[src/rtl/alu_pkg.sv]
// Shared definitions for the ALU operation sequencer and its neighbours.
//   state_e    : sequencer FSM encoding
//   OP_*       : ALU opcode values (legal range 0..7)
//   FLAG_*     : bit positions inside the {N,Z,C,V} flag nibble
//   *_DEF      : default datapath widths
package alu_pkg;

  localparam int WIDTH_DEF = 8;
  localparam int OP_W_DEF  = 4;

  typedef enum logic [2:0] {
    ST_IDLE   = 3'd0,
    ST_LOAD_A = 3'd1,
    ST_LOAD_B = 3'd2,
    ST_SWAP   = 3'd3,
    ST_EXEC   = 3'd4,
    ST_RESP   = 3'd5
  } state_e;

  localparam logic [3:0] OP_ADD = 4'd0;
  localparam logic [3:0] OP_SUB = 4'd1;
  localparam logic [3:0] OP_AND = 4'd2;
  localparam logic [3:0] OP_OR  = 4'd3;
  localparam logic [3:0] OP_XOR = 4'd4;
  localparam logic [3:0] OP_NOT = 4'd5;
  localparam logic [3:0] OP_SHL = 4'd6;
  localparam logic [3:0] OP_SHR = 4'd7;

  localparam int FLAG_N = 3;
  localparam int FLAG_Z = 2;
  localparam int FLAG_C = 1;
  localparam int FLAG_V = 0;

endpackage

[src/rtl/alu_op_sequencer_if.sv]
// Command/response handshake bundle of the ALU operation sequencer.
//   cmd_* : one operation request (valid/ready), master -> slave
//   res_* : captured result, flags and error bit (valid/ready), slave -> master
// master = host / test side, slave = sequencer.
interface alu_op_sequencer_if #(
  parameter int WIDTH = 8,
  parameter int OP_W  = 4
);
  logic             cmd_valid;
  logic             cmd_ready;
  logic [OP_W-1:0]  cmd_op;
  logic [WIDTH-1:0] cmd_opa;
  logic [WIDTH-1:0] cmd_opb;
  logic             cmd_swap;

  logic             res_valid;
  logic             res_ready;
  logic [WIDTH-1:0] res_data;
  logic [3:0]       res_flags;
  logic             res_err;

  modport master (
    output cmd_valid, cmd_op, cmd_opa, cmd_opb, cmd_swap, res_ready,
    input  cmd_ready, res_valid, res_data, res_flags, res_err
  );

  modport slave (
    input  cmd_valid, cmd_op, cmd_opa, cmd_opb, cmd_swap, res_ready,
    output cmd_ready, res_valid, res_data, res_flags, res_err
  );
endinterface

[src/rtl/alu_op_sequencer.sv]
// Command-level controller between a host port and the operand register
// pair + ALU datapath. One command is accepted in IDLE, then the register
// pair is loaded (A, B, optional swap), the opcode is held on the ALU for
// ALU_LATENCY cycles, and the result/flags are captured and offered on the
// response port until consumed.
// Ports:
//   clk, reset           : clock, async active-high reset (shared with regs)
//   bus                  : command/response handshake (slave side)
//   reg_data, reg_load_a,
//   reg_load_b, reg_swap : register-pair data and strobes (at most one high)
//   alu_op               : opcode to the ALU, zero outside EXEC
//   alu_result, alu_flags: ALU outputs sampled at the end of EXEC
//   busy                 : controller not idle
//   op_count             : completed responses, wraps
module alu_op_sequencer
  import alu_pkg::*;
#(
  parameter int WIDTH       = WIDTH_DEF,
  parameter int OP_W        = OP_W_DEF,
  parameter int NUM_OPS     = 8,
  parameter int ALU_LATENCY = 1,
  parameter int CNT_W       = 16
) (
  input  logic             clk,
  input  logic             reset,
  alu_op_sequencer_if.slave bus,
  output logic [WIDTH-1:0] reg_data,
  output logic             reg_load_a,
  output logic             reg_load_b,
  output logic             reg_swap,
  output logic [OP_W-1:0]  alu_op,
  input  logic [WIDTH-1:0] alu_result,
  input  logic [3:0]       alu_flags,
  output logic             busy,
  output logic [CNT_W-1:0] op_count
);

  localparam logic [2:0] IDLE   = ST_IDLE;
  localparam logic [2:0] LOAD_A = ST_LOAD_A;
  localparam logic [2:0] LOAD_B = ST_LOAD_B;
  localparam logic [2:0] SWAP   = ST_SWAP;
  localparam logic [2:0] EXEC   = ST_EXEC;
  localparam logic [2:0] RESP   = ST_RESP;

  // Down-counter for the EXEC hold; reloaded with LATENCY-1 so that the
  // cycle where it reads zero is the last EXEC cycle.
  localparam int              LAT_W    = (ALU_LATENCY > 1) ? $clog2(ALU_LATENCY) : 1;
  localparam logic [LAT_W-1:0] LAT_INIT = LAT_W'(ALU_LATENCY - 1);

  // One extra bit so NUM_OPS == 2**OP_W still fits.
  localparam logic [OP_W:0] NUM_OPS_L = (OP_W + 1)'(NUM_OPS);

  logic [2:0]       state;
  logic [OP_W-1:0]  op_q;
  logic [WIDTH-1:0] opa_q, opb_q;
  logic             swap_q;
  logic [LAT_W-1:0] lat_cnt;
  logic [WIDTH-1:0] res_data_q;
  logic [3:0]       res_flags_q;
  logic             res_err_q;
  logic             op_legal;

  assign op_legal = ({1'b0, bus.cmd_op} < NUM_OPS_L);

  always_ff @(posedge clk or posedge reset) begin
    if (reset) begin
      state       <= IDLE;
      op_q        <= '0;
      opa_q       <= '0;
      opb_q       <= '0;
      swap_q      <= 1'b0;
      lat_cnt     <= '0;
      res_data_q  <= '0;
      res_flags_q <= '0;
      res_err_q   <= 1'b0;
      op_count    <= '0;
    end else begin
      case (state)
        IDLE: if (bus.cmd_valid) begin
          op_q   <= bus.cmd_op;
          opa_q  <= bus.cmd_opa;
          opb_q  <= bus.cmd_opb;
          swap_q <= bus.cmd_swap;
          if (op_legal) begin
            state <= LOAD_A;
          end else begin
            // Illegal opcode: answer immediately, datapath untouched.
            res_data_q  <= '0;
            res_flags_q <= '0;
            res_err_q   <= 1'b1;
            state       <= RESP;
          end
        end
        LOAD_A: state <= LOAD_B;
        LOAD_B: begin
          lat_cnt <= LAT_INIT;
          state   <= swap_q ? SWAP : EXEC;
        end
        SWAP: state <= EXEC;
        EXEC: begin
          if (lat_cnt == '0) begin
            res_data_q  <= alu_result;
            res_flags_q <= alu_flags;
            res_err_q   <= 1'b0;
            state       <= RESP;
          end else begin
            lat_cnt <= lat_cnt - 1'b1;
          end
        end
        RESP: if (bus.res_ready) begin
          op_count <= op_count + 1'b1;
          state    <= IDLE;
        end
        default: state <= IDLE;
      endcase
    end
  end

  // Strobes decode straight from the state register so they fall as soon
  // as reset is asserted.
  assign bus.cmd_ready = (state == IDLE);
  assign bus.res_valid = (state == RESP);
  assign busy          = (state != IDLE);
  assign reg_load_a    = (state == LOAD_A);
  assign reg_load_b    = (state == LOAD_B);
  assign reg_swap      = (state == SWAP);
  assign reg_data      = (state == LOAD_A) ? opa_q :
                         (state == LOAD_B) ? opb_q : '0;
  assign alu_op        = (state == EXEC) ? op_q : '0;

  assign bus.res_data  = res_data_q;
  assign bus.res_flags = res_flags_q;
  assign bus.res_err   = res_err_q;

endmodule

[src/flat_wrapper.sv]
// flat-port wrapper written by rule: the top's interface ports become plain ports
module alu_op_sequencer_flat import alu_pkg::*;
#(
  parameter int WIDTH       = WIDTH_DEF,
  parameter int OP_W        = OP_W_DEF,
  parameter int NUM_OPS     = 8,
  parameter int ALU_LATENCY = 1,
  parameter int CNT_W       = 16
)
  (clk, reset, reg_data, reg_load_a, reg_load_b, reg_swap, alu_op, alu_result, alu_flags, busy, op_count, bus_cmd_valid, bus_cmd_op, bus_cmd_opa, bus_cmd_opb, bus_cmd_swap, bus_res_ready, bus_cmd_ready, bus_res_valid, bus_res_data, bus_res_flags, bus_res_err);
  alu_op_sequencer_if #(.WIDTH(WIDTH), .OP_W(OP_W)) bus_i ();
  input  logic clk;
  input  logic reset;
  output logic [WIDTH-1:0] reg_data;
  output logic reg_load_a;
  output logic reg_load_b;
  output logic reg_swap;
  output logic [OP_W-1:0] alu_op;
  input  logic [WIDTH-1:0] alu_result;
  input  logic [3:0] alu_flags;
  output logic busy;
  output logic [CNT_W-1:0] op_count;
  input wire logic [$bits(bus_i.cmd_valid)-1:0] bus_cmd_valid;
  input wire logic [$bits(bus_i.cmd_op)-1:0] bus_cmd_op;
  input wire logic [$bits(bus_i.cmd_opa)-1:0] bus_cmd_opa;
  input wire logic [$bits(bus_i.cmd_opb)-1:0] bus_cmd_opb;
  input wire logic [$bits(bus_i.cmd_swap)-1:0] bus_cmd_swap;
  input wire logic [$bits(bus_i.res_ready)-1:0] bus_res_ready;
  output wire logic [$bits(bus_i.cmd_ready)-1:0] bus_cmd_ready;
  output wire logic [$bits(bus_i.res_valid)-1:0] bus_res_valid;
  output wire logic [$bits(bus_i.res_data)-1:0] bus_res_data;
  output wire logic [$bits(bus_i.res_flags)-1:0] bus_res_flags;
  output wire logic [$bits(bus_i.res_err)-1:0] bus_res_err;
  assign bus_i.cmd_valid = bus_cmd_valid;
  assign bus_i.cmd_op = bus_cmd_op;
  assign bus_i.cmd_opa = bus_cmd_opa;
  assign bus_i.cmd_opb = bus_cmd_opb;
  assign bus_i.cmd_swap = bus_cmd_swap;
  assign bus_i.res_ready = bus_res_ready;
  assign bus_cmd_ready = bus_i.cmd_ready;
  assign bus_res_valid = bus_i.res_valid;
  assign bus_res_data = bus_i.res_data;
  assign bus_res_flags = bus_i.res_flags;
  assign bus_res_err = bus_i.res_err;
  alu_op_sequencer #(.WIDTH(WIDTH), .OP_W(OP_W), .NUM_OPS(NUM_OPS), .ALU_LATENCY(ALU_LATENCY), .CNT_W(CNT_W)) u_core (.clk(clk), .reset(reset), .bus(bus_i), .reg_data(reg_data), .reg_load_a(reg_load_a), .reg_load_b(reg_load_b), .reg_swap(reg_swap), .alu_op(alu_op), .alu_result(alu_result), .alu_flags(alu_flags), .busy(busy), .op_count(op_count));
endmodule
[config.mk]
export PLATFORM = sky130hd
export DESIGN_NAME = alu_op_sequencer_flat
export DESIGN_NICKNAME = d
export VERILOG_FILES = /design/src/rtl/alu_pkg.sv /design/src/rtl/alu_op_sequencer_if.sv /design/src/rtl/alu_op_sequencer.sv /design/src/flat_wrapper.sv
export SDC_FILE = /design/constraint.sdc
export NUM_CORES = 1
export LEC_CHECK = 0
export ABC_CLOCK_PERIOD_IN_PS = 2050
export BUFFER_PORTS_ARGS = -buffer_cell sky130_fd_sc_hd__buf_2
export CELL_PAD_IN_SITES_DETAIL_PLACEMENT = 1
export CELL_PAD_IN_SITES_GLOBAL_PLACEMENT = 1
export CORE_ASPECT_RATIO = 0.7
export CORE_MARGIN = 1
export CORE_UTILIZATION = 35
export DETAILED_ROUTE_END_ITERATION = 7
export PLACE_DENSITY = 0.72
export SETUP_SLACK_MARGIN = 0.3
export SLEW_MARGIN = 10
export SYNTH_ARGS = -nofsm -noshare
export SYNTH_HDL_FRONTEND = slang
export SYNTH_SLANG_ARGS = --single-unit
[constraint.sdc]
create_clock -name clk -period 2.05 [get_ports clk]
set_clock_uncertainty 0.2 [all_clocks]
set_input_delay 0.5125 -clock clk [delete_from_list [all_inputs] [get_ports clk]]
set_output_delay 0.5125 -clock clk [all_outputs]
set_load 0.02 [all_outputs]
==> run metrics, run 1 <==
Initial Utilization 0.375; CP Class reg -> out; Pre-antenna DRT Iters 4; Net Sw Frac 0.361; Syn. warnings 0; CTS root buf clkbuf_8; pre-CTS setup slack between 0.02 and 0.025 ns; cell count after synthesis approximately 180; Die ar. around 0.0073 sq mm; simple-gate share of the synthesized area 0.118; Pint around 3.4 mW; worst-skew pair later-pin latency 0.30 ns; clock sink count 53; final WL between 6000 and 7000 microns; Comb pwr share 0.533; Filler cells 687; gr usage total 0.177; DRC Markers 0; top cell type's share of synthesized area 0.548; startpoint types register; crit path time final around 2.2 ns; max-cap violations 0; overall power between 5 and 6 mW; Ports 84; setup TNS -1.37 ns; DR iter-0 viols 38; H-tree levels 2; Yosys reg bits 53; largest net degree at the start of global routing 54; mux cell area share after synthesis 0.132; final core occ 0.560; Mean Syn Cell Area about 14 sq um; Layout Cells excl Fill between 300 and 400; Die W between 100 and 150 microns; port bufs 83; initial antenna violation count 0; WHS between 0.05 and 0.06 ns; Final GP Congestion approximately 0.74; RR Startpoint u_core.state[0]$_DFFE_PP0P_; CP required approximately 1.3 ns; Cells after DPL 349; CP Launch Point u_core.state[0]$_DFFE_PP0P_; RSZ-0062 raised after global routing true; VDD IR max 0.000845 V; Vert. Die Dim 71.6 microns; Synth area leader dfrtp_1; Seq/Total Area, Yosys 0.548; vias in the first global route approximately 1,900; worst-margin pin slew approximately 0.32 ns; Synth-to-Final Area Change 49.3%; Clock power frac 0.138; WP data arrival approximately 1.5 ns; TritonCTS clock tree built; Hold Path Class in -> async; drt wl/cell between 15 and 20 microns; CTS buffer count 5; crit share post-route 1.07; Max Slew Vio Count 0; grt ovf 0; first-pass GRT wire length 9810 microns; Hold Fails Final Rpt 0; Synth Cell Area ~0.0024 sq mm; Detailed Place HPWL approximately 4100 microns; Non-Filler Cell Area, Final 0.00361 sq mm; Post-Synth Adder-Cell Area 0.00517; pwr dens roughly 1500 mW/mm^2; endpoint class of the critical path output port; ANT nets after route 0; proportion of layout cells with a drive suffix above 1 0.624; via count ~1,800; Worst-path clk slew approximately 0.10 ns; largest family of logic cells by synthesized area multiplexers; Yosys cell types 32; part of the power in registers 0.329; drt via density between 4 and 5; XOR/XNOR share of the synthesized area 0.0543; Syn Nets between 200 and 250; post-placement cell area 0.00297 sq mm; core area between 0.006 and 0.007 sq mm; clock buffer depth 2; CP max FO 5; failing checks setup timing; hold buffers post-CTS 0; Relative slew margins 0.784; fraction of the mapped netlist area in compound gates 0.0966; fmax 456 MHz; # diodes 0; Static Leak approximately 1.8 nW; NetSw about 1.9 mW; final setup vio count 16; Final Worst Setup Slack -0.141 ns; Core Rows 24; Synth area leaders dfrtp_1, mux2_4, a22o_1; Nets about 320; status finished with violations
-- final timing paths --
path                                                      end  slack [ns]  cells past startpoint
setup / recovery                                  reg_data[4]       -0.14                      5
hold / removal             u_core.bus.res_data[6]$_DFFE_PP0P_        0.05                      3
setup reg to reg                  u_core.opb_q[0]$_DFFE_PP0P_        0.01                      7
hold reg to reg               u_core.op_count[15]$_DFFE_PP0P_        0.27                      1
max in group asynchronous         u_core.state[1]$_DFFE_PP0P_        1.32                      3
min in group clk                  u_core.opa_q[7]$_DFFE_PP0P_        0.24                      2
-- flip-flops by register name (all words and copies together), names as in the netlist --
signal	cells
u_core.op_count	16
u_core.bus.res_data	8
u_core.opa_q	8
u_core.opb_q	8
u_core.bus.res_flags	4
u_core.op_q	4
u_core.state	3
u_core.bus.res_err	1
u_core.swap_q	1
-- logic make-up (layout without fill, tap and decap cells) --
group | count (synthesis) | count (layout)
DFF | 53 | 53
xor gates and xnor gates | 15 | 15
buffers and inverters | 13 | 124
adders and majority gates | 1 | 1
muxes | 22 | 22
and+or+nand+nor | 42 | 43
AOI/OAI and AO/OA | 29 | 29
-- timing repair --
item                                    CTS  global route
gates cloned                              2             1
buffers inserted                         13             5
endpoints found under the setup margin   47            65
pin swaps                                17            14
resized for setup                        65            21
-- metal layers --
layer	part of all wire	up-vias	track usage	wire length [microns]
met1	0.47	912	0.254	3010
met3	0.056	8	0.0420	354
met2	0.46	57	0.271	2890
met5	0	-	0	0
li1	-	851	-	-
met4	0.014	0	0.0467	89
-- critical path, stage by stage, from the launching register on --
cell     delay, ns
dfrtp_2       0.48
buf_6         0.15
nor2_4        0.12
buf_6         0.13
a22o_1        0.17
buf_6         0.12
-- cells in the final DEF, fill, tap and decap left out, types with 2 or more instances in the layout --
cell type / count
buf_2: 65
nand2_1: 4
and2_4: 5
dfrtp_2: 3
mux2_4: 21
nand2_2: 2
buf_16: 2
a22o_1: 20
buf_4: 10
nor2_4: 5
nand2b_4: 2
clkbuf_8: 6
nand4_1: 5
or3_4: 2
nor3_4: 4
buf_6: 31
nand3_2: 3
xnor2_1: 9
xnor2_2: 3
a21oi_1: 3
buf_12: 4
xor2_1: 3
dfrtp_1: 50
-- final cells by class --
cell class	instances	area, sq um	share of cell area
inverter	4	21.3	0.00588
tap	91	114	0.0315
timing repair buffer	112	885	0.245
clock buffer	7	86.3	0.0239
sequential	53	1330	0.368
clock inverter	1	30.0	0.00831
multi-input combinational	110	1150	0.318
-- power by group through the flow --
stage               Combinational (mW)  Clock [mW]  Sequential [mW]
floorplan                         1.42           0             1.79
global placement                  2.00           0             1.72
detailed placement                2.07           0             1.72
CTS                               2.68       0.753             1.72
global route                      2.99       0.793             1.78
finish                            2.80       0.729             1.73
-- cell usage after synthesis, drive strengths merged --
cell / count
a21oi: 3
nor2b: 1
and4: 1
nor2: 6
a22o: 21
nand4: 5
o32ai: 1
a22oi: 1
xor2: 3
xnor2: 12
inv: 4
or3: 1
o22ai: 1
dfrtp: 53
mux2: 22
o31ai: 1
and3: 3
and2: 6
nand2b: 3
nand3: 5
nand2: 7
nor3: 4
o21ai: 1
ha: 1
buf: 9
Power figures use the tool's default switching activity.
==> run 2, diff against run 1 <==
Settings changed: CORE_UTILIZATION 35 to 30, PLACE_DENSITY 0.72 to 0.63.
==> run 2 against run 1 <==
The run still ends with setup timing left. Sequential power about the same. Worst setup slack lost 0.042 ns. Sequential share of layout area fell by 1.7 points. First-iteration DRC count increased by 34%. Critical path depth unchanged. Cell count increased by 6.1%. Non-clock buffer count increased by 14. Worst hold slack better by 0.035 ns. Design area up 4.6%. Total power is 8.7% higher. Utilization fell by 7.7 points. Largest cell class unchanged. Highest routed layer unchanged.
==> run metrics, run 2 (synthesis results as in run 1) <==
Critical Path, Cell by Cell buf_6 > nor3_4 > buf_6 > a22o_1 > buf_6; CTS buffer count 5 (unchanged); largest net degree at the start of global routing 54 (unchanged); Static Leak 1.88 nW (+4.1%); pwr dens 1510 mW/mm^2 (+3.9%); Initial Utilization 0.309 (-0.0661); Worst-path clk slew 0.07 ns (-0.03 ns); proportion of layout cells with a drive suffix above 1 0.633 (+0.00964); Max Slew Vio Count 0 (unchanged); final core occ 0.483 (-0.0773); first-pass GRT wire length 10,600 microns (+8.2%); final setup vio count 38 (+22); worst-margin pin slew 0.349 ns (+0.0267 ns); clock sink count 53 (unchanged); Core Rows 27 (+13%); crit share post-route 1.09 (+0.0206); core area 0.00784 sq mm (+21%); drt wl/cell 16.8 microns (-0.19%); DRC Markers 0 (unchanged); startpoint types register; TritonCTS clock tree built; Vert. Die Dim 77.2 microns (+7.8%); initial antenna violation count 0 (unchanged); worst-skew pair later-pin latency 0.29 ns (about the same); Largest register FFs 16 (unchanged); Final GP Congestion 0.688 (-7.4%); DR iter-0 viols 51 (+34%); CP Class reg -> out; Cells after DPL 362 (+3.7%); Ports 84 (unchanged); post-placement cell area 0.00301 sq mm (+1.2%); failing checks setup timing; Filler cells 832 (+21%); Die ar. 0.00844 sq mm (+16%); CTS root buf clkbuf_16; via count 1,901 (+4.0%); CP required 1.34 ns (about the same); status finished with violations; Worst R2R Path Depth 9 (+2); delay of the slowest cell on the worst path 0.44 ns (-0.04 ns); WP data arrival 1.52 ns (+0.04 ns); WHS 0.0890 ns (+0.0354 ns); commonest cells after routing, fill and taps aside buf_2, dfrtp_1, buf_6; CP max FO 5 (unchanged); gr usage total 0.166 (-0.0115); setup TNS -4.63 ns (-3.27 ns); clock buffer depth 2 (unchanged); grt ovf 0 (unchanged); Hold Fails Final Rpt 0 (unchanged); RSZ-0062 raised after global routing true; Die W 109 microns (+7.9%); endpoint class of the critical path output port; Relative slew margins 0.766 (-0.0178); drt via density 4.74 (-2.0%); hold buffers post-CTS 0 (unchanged); Synth-to-Final Area Change 56.2%; Slowest cell on crit path dfrtp_2; ANT nets after route 0 (unchanged); max-cap violations 0 (unchanged); crit path time final 2.23 ns (+0.0421 ns); Detailed Place HPWL 4140 microns (about the same); most used cell along the critical path buf_6; Nets 337 (+4.0%); vias in the first global route 2,040 (+4.9%); H-tree levels 2 (unchanged); pre-CTS setup slack -0.113 ns (-0.137 ns); final WL 6720 microns (+5.9%); overall power 5.72 mW (+8.7%); Layout Cells excl Fill 401 (+6.1%); Non-Filler Cell Area, Final 0.00378 sq mm (+4.6%); fmax 448 MHz (-1.9%); Pre-antenna DRT Iters 4 (unchanged); Final Worst Setup Slack -0.184 ns (-0.0421 ns); # diodes 0 (unchanged); Hold Path Class in -> async; Largest Register u_core.op_count; port bufs 83 (unchanged); VDD IR max 0.000634 V (-25%); most common cell after layout, fill and taps aside buf_2
==> run 2: cell types whose count changed in the layout (fill, tap and decap cells not counted), moves of 2 or more <==
cell,delta
buf_4,+11
clkbuf_16,+5
clkbuf_8,-6
dfrtp_1,+2
dfrtp_2,-2
==> run 2: critical path: cells and delay by family (launching register included) <==
| kind | cells | cell delay, ns |
|---|---|---|
| buffers and inverters | 3 | 0.41 |
| AND/OR/NAND/NOR | 1 | 0.23 |
| flip-flops | 1 | 0.44 |
| AO/OA/AOI/OAI | 1 | 0.15 |
==> run 2: power by group <==
group,internal (mW),leakage (nW),switching [mW]
Clock,0.579,0.0810,0.374
Sequential,1.43,0.671,0.272
Combinational,1.71,1.13,1.36
Total,3.72,1.88,2.00
==> run 2: area by class of cell <==
class,count,area (sq um),area share
clock buffers,6,129,0.0341
clock inverters,2,38.8,0.0103
inverters,4,23.8,0.00629
multi-input cells,109,1150,0.303
flip-flops and latches,53,1330,0.351
well taps,101,126,0.0334
repair buffers,126,991,0.262
==> run 2: final timing paths <==
| check | start | endpoint | slack (ns) |
|---|---|---|---|
| setup / recovery | u_core.state[2]$_DFFE_PP0P_ | reg_data[4] | -0.18 |
| hold / removal | reset | u_core.op_count[9]$_DFFE_PP0P_ | 0.09 |
| setup reg to reg | u_core.state[2]$_DFFE_PP0P_ | u_core.opb_q[3]$_DFFE_PP0P_ | -0.13 |
| hold reg to reg | u_core.op_count[15]$_DFFE_PP0P_ | u_core.op_count[15]$_DFFE_PP0P_ | 0.27 |
| max in group asynchronous | reset | u_core.state[2]$_DFFE_PP0P_ | 1.30 |
| min in group clk | bus_cmd_opb[0] | u_core.opb_q[0]$_DFFE_PP0P_ | 0.25 |
==> run 2: metal layers <==
| layer | share of wire | up-vias | global-route usage | wire length [microns] |
|---|---|---|---|---|
| met5 | 0 | - | 0 | 0 |
| met4 | 0.013 | 0 | 0.0480 | 85 |
| met3 | 0.046 | 9 | 0.0315 | 308 |
| met2 | 0.46 | 58 | 0.255 | 3120 |
| met1 | 0.48 | 960 | 0.236 | 3200 |
| li1 | - | 874 | - | - |
==> run 2: what timing repair did <==
action	4_1_cts	5_1_grt
endpoints found under the setup margin	44	67
buffers inserted	21	8
gates cloned	2	0
pin swaps	28	16
resized for setup	64	23
